<file path="src/rtl/trigger_sequencer.sv">
// trigger_sequencer: arm/clear/pre/wait/post/done capture controller for a triggered sample buffer.
module trigger_sequencer #(
   parameter int CNT_W        = 16,
   parameter int RST_CYCLES   = 5,
   parameter int AUTO_TIMEOUT = 50000
) (
   input  logic             clk,
   input  logic             reset_n,
   input  logic             arm_req,
   input  logic             abort,
   input  logic [CNT_W-1:0] pre_len,
   input  logic [CNT_W-1:0] post_len,
   input  logic             auto_en,
   input  logic             triggered,
   input  logic             rd_ack,
   output logic             armed,
   output logic             t_reset,
   output logic             wr_en,
   output logic             trig_forced,
   output logic             busy,
   output logic             done,
   output logic [2:0]       state
);
   localparam logic [2:0] S_IDLE = 3'd0, S_CLEAR = 3'd1, S_PRE = 3'd2, S_WAIT = 3'd3, S_POST = 3'd4, S_DONE = 3'd5;
   localparam logic [CNT_W-1:0] RST_LAST = CNT_W'(RST_CYCLES - 1);
   localparam logic [CNT_W-1:0] TO_LAST  = CNT_W'(AUTO_TIMEOUT - 1);
   localparam logic [CNT_W-1:0] CNT_MAX  = '1;

   logic [2:0]       st, nxt;
   logic [CNT_W-1:0] cnt, cnt_nxt, pre_q, post_q, pre_last, post_last;
   logic             timeout, fire, forced_nxt;
   logic             armed_d, t_reset_d, wr_en_d, busy_d, done_d;

   // a zero length still gives one write cycle
   assign pre_last  = (pre_q == '0) ? '0 : pre_q - 1'b1;
   assign post_last = (post_q == '0) ? '0 : post_q - 1'b1;
   assign state     = st;

   always_ff @(posedge clk or negedge reset_n) begin
      if (!reset_n) begin
         st          <= S_IDLE;
         cnt         <= '0;
         pre_q       <= '0;
         post_q      <= '0;
         armed       <= 1'b0;
         t_reset     <= 1'b0;
         wr_en       <= 1'b0;
         trig_forced <= 1'b0;
         busy        <= 1'b0;
         done        <= 1'b0;
      end else begin
         st          <= nxt;
         cnt         <= cnt_nxt;
         if (st == S_IDLE && nxt == S_CLEAR) begin
            pre_q  <= pre_len;
            post_q <= post_len;
         end
         armed       <= armed_d;
         t_reset     <= t_reset_d;
         wr_en       <= wr_en_d;
         trig_forced <= forced_nxt;
         busy        <= busy_d;
         done        <= done_d;
      end
   end

   always_comb begin
      nxt     = st;
      timeout = auto_en && cnt == TO_LAST;
      fire    = 1'b0;
      case (st)
         S_IDLE:  nxt = arm_req ? S_CLEAR : S_IDLE;
         S_CLEAR: nxt = (cnt == RST_LAST) ? S_PRE : S_CLEAR;
         S_PRE:   nxt = (cnt == pre_last) ? S_WAIT : S_PRE;
         S_WAIT: begin
            nxt  = (triggered || timeout) ? S_POST : S_WAIT;
            fire = timeout && !triggered;
         end
         S_POST:  nxt = (cnt == post_last) ? S_DONE : S_POST;
         S_DONE:  nxt = rd_ack ? S_IDLE : S_DONE;
         default: nxt = S_IDLE;
      endcase
      if (abort)
         nxt = S_IDLE;
      // counter restarts on every state change and saturates instead of wrapping
      cnt_nxt    = (nxt != st || (st == S_WAIT && !auto_en)) ? '0 : (cnt == CNT_MAX) ? cnt : cnt + 1'b1;
      forced_nxt = (nxt == S_IDLE) ? 1'b0 : (fire || trig_forced);
   end

   always_comb begin
      armed_d   = nxt == S_WAIT;
      t_reset_d = nxt == S_CLEAR;
      wr_en_d   = nxt == S_PRE || nxt == S_WAIT || nxt == S_POST;
      busy_d    = nxt != S_IDLE;
      done_d    = nxt == S_DONE;
   end
endmodule

</file>
<file path="config.mk">
export PLATFORM = sky130hd
export DESIGN_NAME = trigger_sequencer
export DESIGN_NICKNAME = d
export VERILOG_FILES = /design/src/rtl/trigger_sequencer.sv
export SDC_FILE = /design/constraint.sdc
export NUM_CORES = 1
export LEC_CHECK = 0
export CAP_MARGIN = 20
export CORE_ASPECT_RATIO = 2
export CORE_MARGIN = 5
export CORE_UTILIZATION = 55
export DETAILED_ROUTE_END_ITERATION = 7
export MAX_ROUTING_LAYER = met4
export PLACE_DENSITY = 0.9
export SLEW_MARGIN = 10
export SYNTH_ARGS = -nofsm -noshare
export SYNTH_HDL_FRONTEND = slang
export SYNTH_SLANG_ARGS = --single-unit
</file>
<file path="constraint.sdc">
create_clock -name clk -period 7.4 [get_ports clk]
set_clock_uncertainty 0.2 [all_clocks]
set_input_delay 1.48 -clock clk [delete_from_list [all_inputs] [get_ports clk]]
set_output_delay 1.48 -clock clk [all_outputs]
set_load 0.02 [all_outputs]
</file>
=== Yosys cells after proc, flatten, opt, wreduce, memory -nomap -nowiden ===
Index checks and enable logic that the tools add are counted.

* Flip-flop bits (word level): 57
* Output and inout bits: 9
* Word-level logic and storage cells: 60

* Eq/ne operators: 17
* Add/subtract/negate cells: 3
* Mux-type cells: 14
* Reduce and logical (&&, ||, !) cells: 16

{| class="wikitable"
|+ Operators with widths
! kind !! number
|-
| $mux 16 || 4
|-
| $eq 16x16->1 || 2
|-
| $eq 16x16->1 const B || 2
|-
| $logic_not 16->1 || 2
|-
| $sub 16x1->16 const B || 2
|-
| $pmux 3 s6 || 1
|-
| $add 16x1->16 const B || 1
|-
| $eq 16x3->1 const B || 1
|-
| $eq 3x2->1 const B || 4
|-
| $eq 3x3->1 const B || 4
|-
| $mux 3 || 3
|-
| $eq 3x1->1 const B || 2
|-
| $logic_not 3->1 || 2
|-
| $logic_or 1x1->1 || 5
|-
| $mux 1 || 5
|-
| $logic_and 1x1->1 || 4
|-
| $ne 3x3->1 || 1
|-
| $reduce_bool 3->1 || 1
|-
| $logic_not 1->1 || 2
|-
| $mux 2 || 1
|-
| $ne 2x2->1 const B || 1
|}

=== Logic depth before layout (Yosys ltp) ===
Gate-level depths: netlist of the first run.

* Word-level depth: 9
* Gate-level depth with buffers: 14

=== Worst setup path after synthesis of the first run ===
No wires, ideal clock.

* Kind: in2reg
* Start: input auto_en
* End: register cnt[4]
* Arrival time: 3.414 ns
* Required time: 7.077 ns
* Stages: 12
* Library setup time: 0.123 ns
* Path buffers: 1
* Path slack: 3.663 ns
* Cells stage by stage: nand2_1 -> or3_1 -> or4_1 -> nand2_1 -> nand2_1 -> inv_1 -> o32ai_1 -> nand3_1 -> a21oi_1 -> nor2_1 -> buf_4 -> a21oi_2

* Longest elaborated chain between the ends: 8
* Elaborated cells between the ends (all ways): 11
* Classes of those cells: eq/ne (2); mux (4); reduce/logical (5)

{| class="wikitable"
|+ Ends and longest elaborated chain
! element !! line !! source
|-
| start: declaration || 13 || <nowiki>input logic auto_en,</nowiki>
|-
| $logic_and 1x1->1 (*) || 69 || <nowiki>timeout = auto_en && cnt == TO_LAST;</nowiki>
|-
| $logic_or 1x1->1 (*) || 76 || <nowiki>nxt = (triggered || timeout) ? S_POST : S_WAIT;</nowiki>
|-
| $mux 3 (*) || 76 ||
|-
| $pmux 3 s6 (*) || 71 || <nowiki>case (st)</nowiki>
|-
| $mux 3 (*) || 83 || <nowiki>if (abort)</nowiki>
|-
| named net nxt[2] || 29 || <nowiki>logic [2:0] st, nxt;</nowiki>
|-
| $ne 3x3->1 (*) || 86 || <nowiki>cnt_nxt = (nxt != st || (st == S_WAIT && !auto_en)) ? '0 : (cnt == CNT_MAX) ? cnt : cnt + 1'b1;</nowiki>
|-
| $logic_or 1x1->1 (*) || 86 ||
|-
| $ne 2x2->1 (no line) / $mux 16 (equally long branches) || n/a ||
|-
| end signal: assignment || 53 || <nowiki>cnt <= cnt_nxt;</nowiki>
|-
| end: declaration || 30 || <nowiki>logic [CNT_W-1:0] cnt, cnt_nxt, pre_q, post_q, pre_last, post_last;</nowiki>
|}

The timed path passes the listed nets; every way through them passes the cells marked *.
A chain may end at the register's enable or synchronous reset.

=== Final worst setup path of the first run ===
* Start: input auto_en
* End: register cnt[15]

The elaborated chain is that of the path after synthesis.

==> flow_metrics.tcl, run 1 <==
set metrics [dict create \
    run_status "completed" \
    critical_path.reg2reg.endpoint "cnt[15]" \
    area_growth_pct 22.2 \
    worstMarginPinSlew_ns 0.732 \
    postRouteAntennaNets 0 \
    number_of_top_level_pins 48 \
    num-nets-final 474 \
    grt.overflow.total 0 \
    initialDrtViolationCount 191 \
    avgViaCountPerCell 6.23 \
    timing.final.crit_period_ns 4.24 \
    synthCells 389 \
    numPortBuffers 47 \
    reg2reg_setup_slack_ns 3.49 \
    synth_enable_flop_cells 0 \
    route.detailed.wl_per_inst_um 18.9 \
    worst_setup_path_endpoint "cnt[15]" \
    groute.usage.overall_pct 24.8 \
    vias 3254 \
    worst_hold_path_type "reg -> reg" \
    drcViolationCount 0 \
    finalWirelength_um 9880 \
    synth_cell_type_count 57 \
    clockBufferDepth 2 \
    maxSlewViolCount 0 \
    cp.arrival_ns 4.30 \
    synth-async-reset-ratio_pct 100 \
    postCtsSetupBuffers 0 \
    critPathLaunchType "primary input" \
    synthesis.yosys.warnings 0 \
    postSynth.topFlopCell "sky130_fd_sc_hd__dfrtp_1" \
    synth.cell_area_um2 3780 \
    syn-num-nets 434 \
    achievable-frequency_mhz 236 \
    final_min_period_over_clock_period_pct 57.3 \
    crit_path_cell_trace "clkdlybuf4s50_1 -> nand2_1 -> or3_1 -> o31ai_1 -> nand3_1 -> nand2_1 -> inv_1 -> o32ai_1 -> nand3_1 -> nand2b_2 -> a21boi_0" \
    finalHoldViolations 0 \
    die_w_um 68.6 \
    grt_first_pass_wirelength_um 15300 \
    clkSinkCount 57 \
    layout_cells_sized_above_1_pct 17.3 \
    design_power_total_uw 1690 \
    ys_seq_elements 57 \
    dp.final_hpwl_um 7390 \
    worst_ep_required_time_ns 7.46 \
    p_leak_uw 0.00180 \
    syn-mean-instance-area_um2 9.72 \
    worst_skew_pair.late_latency_ns 0.33 \
    design.die.area_um2 8730 \
    critical_path.startpoint "auto_en" \
    clock_tree.root_cell "sky130_fd_sc_hd__clkbuf_16" \
    ys_seq_area_share_pct 37.7 \
    endpoint_kind "register" \
    worst_r2r_startpoint "pre_q[0]" \
    clock_tree_from_tritoncts "done" \
    finish.utilization_pct 69.2 \
    design.core.area_um2 6670 \
    timing.reg2reg.worst_path_depth 11 \
    die-height_um 127 \
    setup_violations 0 \
    first_global_vias 3258 \
    antenna_cells 0 \
    worst_path_largest_cell_delay_ns 0.50 \
    detailedRoute.firstPassIterationCount 5 \
    max-vdd-ir-drop_mv 0.253 \
    worstPathMaxFanout 15 \
    htree_num_levels 3 \
    placementRows 42 \
    floorplan.initialDensity_pct 56.7 \
    final_tns_setup_ns 0 \
    place.detailed.instances 506 \
    maximum_number_of_pins_on_one_net_before_global_route_repair 58 \
    leading_cell_type_in_the_layout_fill_and_taps_excluded "sky130_fd_sc_hd__dfrtp_1" \
    fin_cells 522 \
    place_congestion 0.986 \
    power-per-cell-area_nw_per_um2 366 \
    postCtsResizedCells 0 \
    antenna_found_initial 0 \
    crit_path_top_delay_cell "sky130_fd_sc_hd__clkdlybuf4s50_1" \
    cts_buffers 9 \
    mostFrequentLayoutCells "57 x sky130_fd_sc_hd__dfrtp_1, 46 x sky130_fd_sc_hd__clkdlybuf4s50_1, 32 x sky130_fd_sc_hd__mux2_2" \
    clock_transition_time_at_the_flip_flop_clock_pins_of_the_worst_setup_and_hold_paths_ns 0.05 \
    crit_path_category "in -> reg" \
    fin_worst_hold_slack_ns 0.364 \
    timing.max_cap.violations 0 \
    timing.slew.headroom_pct 51.2 \
    unrepaired_setup_endpoints_after_global_routing "no" \
    nFillCells 510 \
    cts_hold_repair.buffers 0 \
]
## synthesized netlist by cell type (all sizes together), types with 4 or more instances
cell type / n / area [um^2]
xnor2: 26 / 228
ha: 6 / 75.1
nor2: 18 / 67.6
nand2b: 5 / 33.8
a21oi: 26 / 175
buf: 8 / 53.8
inv: 16 / 60.1
xor2: 23 / 201
or3: 10 / 67.6
nand3: 18 / 90.1
nor3b: 4 / 30.0
o22ai: 12 / 75.1
nor3: 15 / 80.1
nand4: 6 / 37.5
nor4: 13 / 115
o21ai: 8 / 40.0
nand2: 22 / 82.6
mux2: 32 / 360
clkbuf: 13 / 48.8
dfrtp: 57 / 1430
or4: 10 / 82.6
## final cells by class
class,instances,area [um^2],share of cell area (%)
Clock buffer,10,239,5.17
Clock inverter,6,105,2.27
Inverter,16,60.1,1.30
Multi-Input combinational cell,295,2190,47.4
Sequential cell,57,1430,30.9
Tap cell,88,110,2.38
Timing Repair Buffer,50,488,10.6
## metal layers
metal | vias to the layer above | share of wire, % | global-route usage [%]
li1 | 1504 | - | -
met1 | 1576 | 33 | 22.0
met2 | 129 | 56 | 43.4
met3 | 45 | 4.8 | 5.71
met4 | 0 | 6.4 | 17.1
met5 | - | 0 | -
## per-stage QoR
stage / cell area (um^2) / setup WS, ns
finish: 4620 / 3.16
global route: 4620 / 2.88
CTS: 4620 / 3.22
detailed placement: 4280 / 2.89
global placement: 4280 / 3.03
floorplan: 3780 / 3.66
## worst min-delay path by stage
stage | slack [ns] | to | cells after the start | startpoint
6_report | 0.36 | trig_forced | 2 | trig_forced
5_1_grt | 0.39 | pre_q[14] | 1 | pre_q[14]
3_5_place_dp | 0.35 | pre_q[14] | 1 | pre_q[14]
3_3_place_gp | 0.33 | pre_q[14] | 1 | pre_q[14]
4_1_cts | 0.36 | pre_q[14] | 1 | pre_q[14]
2_1_floorplan | 0.31 | pre_q[14] | 1 | pre_q[14]
## worst max-delay path: cells and delay by family
kind | cells | cell delay (ns)
and+or+nand+nor | 6 | 1.30
buffers and inverters | 2 | 0.59
AOI/OAI and AO/OA | 3 | 0.92
## power breakdown
group          total, uW  switching (uW)  internal, uW
Combinational        629             320           309
Sequential           586             169           417
Clock                475             140           335
Total               1690             629          1060
## cell families after synthesis
logic type	synth area share [%]
simple gates	21.7
xor+xnor	11.4
fa+ha+maj	1.99
buf+inv	4.30
compound gates	12.9
mux	10.1
flops	37.7
## state kept, by name (all words and copies together), names as in the netlist
signal	flops
cnt	16
post_q	16
pre_q	16
state	3
armed	1
busy	1
done	1
t_reset	1
trig_forced	1
wr_en	1
No activity file was read; power rests on OpenSTA's default activity.
==> run 2, diff against run 1 <==
- CORE_UTILIZATION: 55 -> 51
- PLACE_DENSITY: 0.9 -> 0.88
- clock period: 7.4 -> 3.9 ns (I/O delays scaled with it)
==> run 2 against run 1 <==
Compared with the run above:
- sequential power rose by 88%
- count of clock-buffer cells in the layout did not move
- hold slack got worse by 0.065 ns
- combinational power rose by 94%
- non-clock buffer count rose by 9
- sequential share of layout area fell by 0.33 points
- critical path type is now reg -> reg
- largest cell class unchanged
==> flow_metrics.tcl, run 2 (synthesis gave the netlist of run 1 again) <==
set metrics [dict create \
    run_status "completed" \
    die_w_um 70.9 \
    number_of_top_level_pins 48 \
    netSwitchingFraction_pct 38.3 \
    num-nets-final 483 \
    clockPowerShare_pct 26.7 \
    final.setup.worst_slack_ns 0.335 \
    worstMarginPinSlew_ns 0.729 \
    groute.usage.overall_pct 24.5 \
    clockBufferDepth 2 \
    worst_ep_required_time_ns 3.88 \
    nFillCells 606 \
    internal-power_uw 1950 \
    detailedRoute.firstPassIterationCount 5 \
    vias 3321 \
    worst_skew_pair.late_latency_ns 0.34 \
    place_worst_setup_slack_ns 0.0707 \
    numPortBuffers 47 \
    postRouteAntennaNets 0 \
    final_min_period_over_clock_period_pct 91.4 \
    clock_transition_time_at_the_flip_flop_clock_pins_of_the_worst_setup_and_hold_paths_ns 0.06 \
    final_tns_setup_ns 0 \
    postCtsResizedCells 0 \
    finalWirelength_um 10500 \
    power_switching_uw 1210 \
    cts_hold_repair.buffers 0 \
    clock_tree_from_tritoncts "done" \
    place.detailed.instances 519 \
    crit_path_top_delay_cell "sky130_fd_sc_hd__or4b_1" \
    cp.arrival_ns 3.55 \
    route.detailed.wl_per_inst_um 19.6 \
    cpLargestDelayFamily "simple AND/OR/NAND/NOR gates" \
    gr-usage-met2_pct 43.3 \
    pwr-share-comb_pct 38.5 \
    power_frac_seq_pct 34.8 \
    cp.buffers_inverters 2 \
    place_congestion 0.982 \
    postCtsSetupBuffers 0 \
    fin_cells 535 \
    antenna_found_initial 0 \
    floorplan.initialDensity_pct 52.0 \
    p_leak_uw 0.00182 \
    grt.overflow.total 0 \
    critPathLaunchType "register" \
    maximum_number_of_pins_on_one_net_before_global_route_repair 35 \
    largest_regs "cnt: 16 flops, post_q: 16 flops, pre_q: 16 flops" \
    antenna_cells 0 \
    achievable-frequency_mhz 280 \
    timing.slew.headroom_pct 51.4 \
    unrepaired_setup_endpoints_after_global_routing "no" \
    area_growth_pct 23.5 \
    design.die.area_um2 9340 \
    drcViolationCount 0 \
    power-per-cell-area_nw_per_um2 678 \
    worst_hold_path_type "in -> async" \
    timing.final.crit_period_ns 3.57 \
    die-height_um 132 \
    grt-busiest-layer "met2" \
    design.core.area_um2 7270 \
    max-vdd-ir-drop_mv 0.442 \
    cts_buffers 9 \
    endpoint_kind "register" \
    maxSlewViolCount 0 \
    initialDrtViolationCount 302 \
    grt_first_pass_wirelength_um 17300 \
    setup_violations 0 \
    finalHoldViolations 0 \
    htree_num_levels 3 \
    clock_tree.root_cell "sky130_fd_sc_hd__clkbuf_16" \
    layout_cells_sized_above_1_pct 18.7 \
    crit_path_cell_trace "inv_1 -> ha_1 -> or4b_1 -> nor4_4 -> or2_1 -> buf_4 -> o22ai_1 -> xor2_1 -> a2111oi_4 -> nand4b_1 -> nand2b_2 -> a21boi_0" \
    worst_path_largest_cell_delay_ns 0.48 \
    avgViaCountPerCell 6.21 \
    leading_cell_type_in_the_layout_fill_and_taps_excluded "sky130_fd_sc_hd__dfrtp_1" \
    placementRows 44 \
    timing.max_cap.violations 0 \
    fin_worst_hold_slack_ns 0.300 \
    dp.final_hpwl_um 7950 \
    finish.utilization_pct 64.3 \
    first_global_vias 3473 \
    crit_path_category "reg -> reg" \
    grtUsageMet1_pct 24.2 \
    clkSinkCount 57 \
    met3_resource_use_gr_pct 4.43 \
    worstPathMaxFanout 15 \
    mostFrequentLayoutCells "57 x sky130_fd_sc_hd__dfrtp_1, 46 x sky130_fd_sc_hd__clkdlybuf4s50_1, 32 x sky130_fd_sc_hd__mux2_2" \
]
==> run 2: final timing paths <==
check | cells after the start | end | from | slack (ns)
max reg2reg | 12 | cnt[15] | pre_q[0] | 0.33
min reg2reg | 1 | pre_q[14] | pre_q[14] | 0.36
min | 1 | cnt[15] | reset_n | 0.30
max in group asynchronous | 2 | post_q[15] | reset_n | 2.41
max | 12 | cnt[15] | pre_q[0] | 0.33
min in group clk | 1 | pre_q[14] | pre_q[14] | 0.36
==> run 2: metal layers <==
metal	wire [um]	share of wire (%)
met1	3480	33
met3	534	5.1
met5	0	0
met2	5850	56
met4	615	5.9
==> run 2: power groups by stage <==
stage / Clock, uW / Sequential, uW / Combinational, uW
6_report: 846 / 1100 / 1220
5_1_grt: 881 / 1130 / 1330
4_1_cts: 857 / 1090 / 1210
3_5_place_dp: 0 / 1100 / 1200
3_3_place_gp: 0 / 1080 / 1160
2_1_floorplan: 0 / 1010 / 919
==> run 2: worst reg2reg max path: cells and delay by family, from the launching register on <==
kind / cells / cell delay [ns]
AOI/OAI and AO/OA: 3 / 0.67
xor gates and xnor gates: 1 / 0.17
and+or+nand+nor: 5 / 1.42
DFF: 1 / 0.45
adders and majority gates: 1 / 0.15
buffers and inverters: 2 / 0.34
==> run 2: area by class of cell <==
cell class / count / area [um^2] / area share (%)
clock buffers: 10 / 229 / 4.90
repair buffers: 59 / 556 / 11.9
inverters: 16 / 60.1 / 1.29
flip-flops and latches: 57 / 1430 / 30.5
well taps: 92 / 115 / 2.46
multi-input cells: 295 / 2190 / 46.9
clock inverters: 6 / 92.6 / 1.98
==> run 2: per-stage QoR <==
stage	cell area (um^2)	total power (uW)
4_1_cts	4670	3160
2_1_floorplan	3780	1930
6_report	4670	3170
3_5_place_dp	4350	2300
3_3_place_gp	4350	2240
5_1_grt	4670	3340
